[config.mk]
export PLATFORM = sky130hd
export DESIGN_NAME = alarm_sequencer
export DESIGN_NICKNAME = d
export VERILOG_FILES = /design/src/rtl/alarm_sequencer.sv
export SDC_FILE = /design/constraint.sdc
export NUM_CORES = 1
export LEC_CHECK = 0
export ABC_AREA = 1
export CORE_MARGIN = 1
export CORE_UTILIZATION = 47
export DETAILED_ROUTE_END_ITERATION = 10
export GPL_ROUTABILITY_DRIVEN = 0
export PLACE_DENSITY = 0.89
export SYNTH_ARGS = -nofsm -noshare
export SYNTH_HDL_FRONTEND = slang
export SYNTH_SLANG_ARGS = --single-unit
export TNS_END_PERCENT = 5
[constraint.sdc]
create_clock -name Clk -period 4.25 [get_ports Clk]
set_clock_uncertainty 0.05 [all_clocks]
set_input_delay 1.275 -clock Clk [delete_from_list [all_inputs] [get_ports Clk]]
set_output_delay 1.275 -clock Clk [all_outputs]
set_load 0.01 [all_outputs]
[src/rtl/alarm_sequencer.sv]
// Alarm ring/snooze/timeout sequencer: samples the alarm match on each minute tick and
// drives tone, blink and button-enable outputs. Read-only with respect to time/alarm registers.
module alarm_sequencer #(
  parameter int SNOOZE_MIN       = 9,
  parameter int RING_TIMEOUT_MIN = 5,
  parameter int MAX_SNOOZE       = 3
) (
  input  logic       Clk,
  input  logic       Clr,
  input  logic       MinTick,
  input  logic       HalfTick,
  input  logic [4:0] cur_hour,
  input  logic [5:0] cur_min,
  input  logic [2:0] cur_day,
  input  logic [4:0] alarm_hour,
  input  logic [5:0] alarm_min,
  input  logic [6:0] day_mask,
  input  logic       AlarmSet,
  input  logic       Snooze,
  input  logic       Stop,
  input  logic       Mute,
  output logic       sound,
  output logic       dblink,
  output logic       EN_SNZ,
  output logic       EN_STOP,
  output logic [1:0] state,
  output logic [2:0] snoozes_left
);

  typedef enum logic [1:0] {
    IDLE    = 2'b00,
    RINGING = 2'b01,
    SNOOZE  = 2'b10
  } state_t;

  localparam logic [3:0] SNZ_LIM  = 4'(SNOOZE_MIN);
  localparam logic [3:0] RING_LIM = 4'(RING_TIMEOUT_MIN);
  localparam logic [2:0] SNZ_MAX  = 3'(MAX_SNOOZE);

  state_t     state_q, state_nxt;
  logic [3:0] ring_min, ring_nxt;
  logic [3:0] snz_min, snz_min_nxt;
  logic [2:0] snz_cnt, snz_cnt_nxt;
  logic       match, snz_ok;

  assign match  = AlarmSet & MinTick & (cur_hour == alarm_hour) &
                  (cur_min == alarm_min) & day_mask[cur_day];
  assign snz_ok = (snz_cnt < SNZ_MAX);

  always_comb begin
    state_nxt   = state_q;
    ring_nxt    = ring_min;
    snz_min_nxt = snz_min;
    snz_cnt_nxt = snz_cnt;
    if (!AlarmSet || Stop) begin
      state_nxt = IDLE;
    end else begin
      case (state_q)
        IDLE: begin
          if (match) begin
            state_nxt   = RINGING;
            ring_nxt    = '0;
            snz_cnt_nxt = '0;
          end
        end
        RINGING: begin
          // A rejected snooze (limit reached) lets the minute tick proceed as usual.
          if (Snooze && snz_ok) begin
            state_nxt   = SNOOZE;
            snz_min_nxt = '0;
            snz_cnt_nxt = (snz_cnt == 3'h7) ? snz_cnt : snz_cnt + 3'd1;
          end else if (MinTick) begin
            ring_nxt = (ring_min == 4'hF) ? ring_min : ring_min + 4'd1;
            if (ring_min + 4'd1 == RING_LIM) state_nxt = IDLE;
          end
        end
        SNOOZE: begin
          if (MinTick) begin
            snz_min_nxt = (snz_min == 4'hF) ? snz_min : snz_min + 4'd1;
            if (snz_min + 4'd1 == SNZ_LIM) begin
              state_nxt = RINGING;
              ring_nxt  = '0;
            end
          end
        end
        default: state_nxt = IDLE;
      endcase
    end
  end

  always_ff @(posedge Clk or negedge Clr) begin
    if (!Clr) begin
      state_q  <= IDLE;
      ring_min <= '0;
      snz_min  <= '0;
      snz_cnt  <= '0;
      dblink   <= 1'b0;
    end else begin
      state_q  <= state_nxt;
      ring_min <= ring_nxt;
      snz_min  <= snz_min_nxt;
      snz_cnt  <= snz_cnt_nxt;
      if (state_nxt == IDLE)                  dblink <= 1'b0;
      else if (HalfTick && state_q != IDLE)   dblink <= ~dblink;
    end
  end

  // Tone follows the registered state so reset and Mute act without waiting for an edge.
  assign sound        = (state_q == RINGING) & ~Mute;
  assign EN_SNZ       = (state_q == RINGING) & snz_ok;
  assign EN_STOP      = (state_q != IDLE);
  assign state        = state_q;
  assign snoozes_left = SNZ_MAX - snz_cnt;

endmodule
-- After elaboration in Yosys (flattened, before gate mapping)
Index checks and enable logic that the tools add are counted.
- register bits after elaboration: 14
- input port bits: 40
- output and inout port bits: 9
- logic and storage cells: 79
- add/sub/neg operators: 4
- order comparisons: 2
- equal/unequal tests: 18
- muxes and demuxes: 27
- bitwise logic cells: 9
- reduce and logical (&&, ||, !) cells: 14
- operators with widths (cell ; number):
    4-bit two-way mux ; 9
    2-bit inequality test (second input constant) ; 9
    2-bit two-way mux ; 7
    4-bit equality test (second input constant) ; 3
    4-bit case mux with 3 select lines ; 1
    5-bit AND reduction ; 2
    3-bit two-way mux ; 3
    4-bit by 1-bit adder with 4-bit output (second input constant) ; 2
    4-bit case mux with 2 select lines ; 1
    8-bit AND reduction ; 1
    2-bit nonzero test ; 4
    1-bit bitwise AND ; 6
    6-bit equality test ; 1
    2-bit case mux with 3 select lines ; 1
    3-bit case mux with 2 select lines ; 1
    5-bit equality test ; 1
    4-bit by 3-bit equality test with 1-bit output (second input constant) ; 1
    2-bit logical NOT ; 2
    3-bit by 4-bit less-than comparator with 1-bit output (second input constant) ; 1
    3-bit by 1-bit adder with 3-bit output (second input constant) ; 1
    1-bit binary-select mux with 3-bit select ; 1
    3-bit equality test (second input constant) ; 1
    3-bit by 2-bit less-than comparator with 1-bit output (second input constant) ; 1
    1-bit two-way mux ; 3
    8 further kinds ; 11

-- Logic depth before layout (Yosys ltp)
- depth after elaboration: 9
- mapped depth: 11
- depth with buffers taken out: 11

-- Least setup slack after synthesis
Ideal clock, no wire load.
- path kind: input -> output
- start: input Mute
- end: output sound
- arrival time: 1.444 ns
- data required time: 2.925 ns
- path slack: 1.481 ns
- stages: 1
- buffers on the path: 0
- cell sequence: nor2_1
- cells in the longest elaborated chain, start to end: 2
- RTL lines (element ; RTL line ; RTL):
    from (decl) ; 21 ; input logic Mute,
    1-bit NOT ; 109 ; assign sound = (state_q == RINGING) & ~Mute;
    1-bit bitwise AND ; 109 ;
    to (decl) ; 22 ; output logic sound,
No other way between the ends.

-- Final worst setup path
Same ends and word-level chain as after synthesis.

==> results.cfg <==
[sta]
finalCritPeriodShare_pct = 85.5
worst_slack_ns = 0.617
fmax_mhz = 275
worst_pin_slew_ns = 0.637
fin_tns_setup_ns = 0
slew_headroom_pct = 57.4
hold_violations = 0
drv_slew = 0
finalSetupViolations = 0
whs_ns = 0.492
final.min_clock_period_ns = 3.63
rsz0062_at_grt = no

[grt]
grt_pass1_vias = 1160
antenna_found_initial = 0
grt_pass1_wl_um = 4770
grt_max_degree = 15
overflow = 0
grt_usage_pct = 23.1

[clock_network]
cts_max_level = 1
cts_tree = done
cts_buffers = 3
insertion_delay_ns = 0.29
tritoncts_num_sinks = 14
cts_buffer_depth = 2
root_buffer = clkbuf_4
cts_hold_buffers = 0
clkTransAtPathRegs_ns = 0.09
cts-resized-gates = 0
postCtsSetupRepairBufs = 0

[status]
outcome = completed

[routing]
dr_total_vias = 1289
viasPerCell = 4.62
wl_um = 2760
post-route-drc-count = 0
first_pass_iters = 3
wire_per_inst_um = 9.87
first_iter_violations = 14
ant_nets = 0

[logic_synthesis]
synth_area_leader_cell = dfrtp_1
syn_nets = 244
yosysSeqAreaShare_pct = 28.1
ys_ff_latch = 14
syn_area_sq_um = 1240
synthCells = 198
ys_types = 24
yosysWarnings = 0
netlist_top_cells_area = dfrtp_1 28%, nand2_1 21%, inv_1 9.6%
synth_top_area_share_pct = 28.1
synth_area_per_cell_sq_um = 6.29

[power]
p_leak_nw = 0.919
vdd_drop_max_mv = 0.204
power.density_nw_per_um2 = 168

[die]
core-area_sq_um = 2500
pin_count = 49
start_util_pct = 49.8
die_h_um = 53.5
die_w_um = 53.5
rows = 18
dieArea_sq_um = 2860

[worst_setup_path]
worstPathArrival_ns = 2.31
endpoint_kind = output port
start_kind = input pin
worstPathMaxFanout = 1
cp.required_ns = 2.92
crit_type = in -> out

[finish]
final_nets = 296
antennaDiodeCount = 0
multi_input_area_sq_um = 741
drive_above_1_share_pct = 10.8
final_core_util_pct = 71.7
num-fill-cells = 217
seqCellArea_sq_um = 350
syn2layout_area_growth_pct = 43.9
stdcell_count = 279

[min_path]
hp-class = reg -> reg

[job]
max-cap-violations = 0

[place]
place_ws_ns = 0.613
dpl.hpwl_um = 2310
dp.cells = 275
io_buffers = 48
-- flip-flops by register name, summed over array words and instances (netlist names) --
signal and flops:
dblink 1, ring_min 4, snz_cnt 3, snz_min 4, state 2
-- per-layer routing --
layer	track usage [%]	wire, um	vias to the layer above
li1	-	-	707
met3	5.75	131	2
met4	5.26	19	0
met5	0	0	-
met1	27.1	1250	558
met2	41.5	1360	22
-- path summary, 6_finish.rpt --
check	startpoint	end	slack, ns	cells after the start
setup / recovery	Mute	sound	0.62	3
hold / removal	snz_cnt[1]	snz_cnt[1]	0.49	2
setup reg to reg	snz_cnt[1]	snz_cnt[0]	2.57	10
hold reg to reg	snz_cnt[1]	snz_cnt[1]	0.49	2
max in group asynchronous	Clr	snz_min[1]	2.41	1
min in group asynchronous	Clr	snz_cnt[0]	1.32	1
-- layout make-up --
cell class | instances | area share, %
multi-input combinational | 144 | 41.3
timing repair buffer | 48 | 26.8
sequential | 14 | 19.6
inverter | 39 | 8.17
tap | 30 | 2.09
clock buffer | 4 | 2.03
-- cell usage in the layout, fill, tap and decap left out, drive strengths merged --
master and instances:
nand3 9, clkbuf 4, nand4 4, nor2 24, o2111ai 1, clkinv 1, xor2 4, clkdlybuf4s50 48
ha 6, or2 2, o211ai 1, dfrtp 14, a21oi 7, nand2 75, o21ai 10, inv 38
xnor2 1
-- critical path, cell delays in order --
cell	delay, ns
clkdlybuf4s50_1	0.40
nor2_1	0.10
clkdlybuf4s50_1	0.54
-- Yosys cell counts --
library cell  count
nand2_2           5
o2111ai_2         1
nor2_1           20
a21oi_1           6
or2_1             2
o21ai_2           4
xnor2_1           1
o21ai_1           6
a21oi_2           1
o211ai_1          1
clkinv_1          1
nand4_1           3
dfrtp_1          14
nand2_4           1
ha_1              6
xor2_1            4
nor2_4            1
nand4_2           1
inv_2             6
inv_1            32
buf_4             1
nand2_1          69
nor2_2            3
nand3_1           9
-- per-stage QoR --
step | power (mW) | instance area, sq um
detailed placement | 0.206 | 1760
CTS | 0.305 | 1790
floorplan | 0.160 | 1240
global placement | 0.204 | 1760
finish | 0.301 | 1790
global route | 0.317 | 1790
-- power by group --
| group | switching (mW) | leakage, nW | internal (mW) |
|---|---|---|---|
| sequential | 0.000492 | 0.191 | 0.134 |
| clock | 0.0463 | 0.0210 | 0.0522 |
| combinational | 0.0263 | 0.707 | 0.0421 |
-- cell families (layout without fill, tap and decap cells) --
family | count (synthesis) | count (layout) | synth area share, %
fa+ha+maj | 6 | 6 | 6.03
flops | 14 | 14 | 28.1
xor+xnor | 5 | 5 | 3.52
simple gates | 114 | 114 | 39.8
compound gates | 19 | 19 | 10.2
buf+inv | 40 | 91 | 12.4
(Power assumes the default switching activity.)
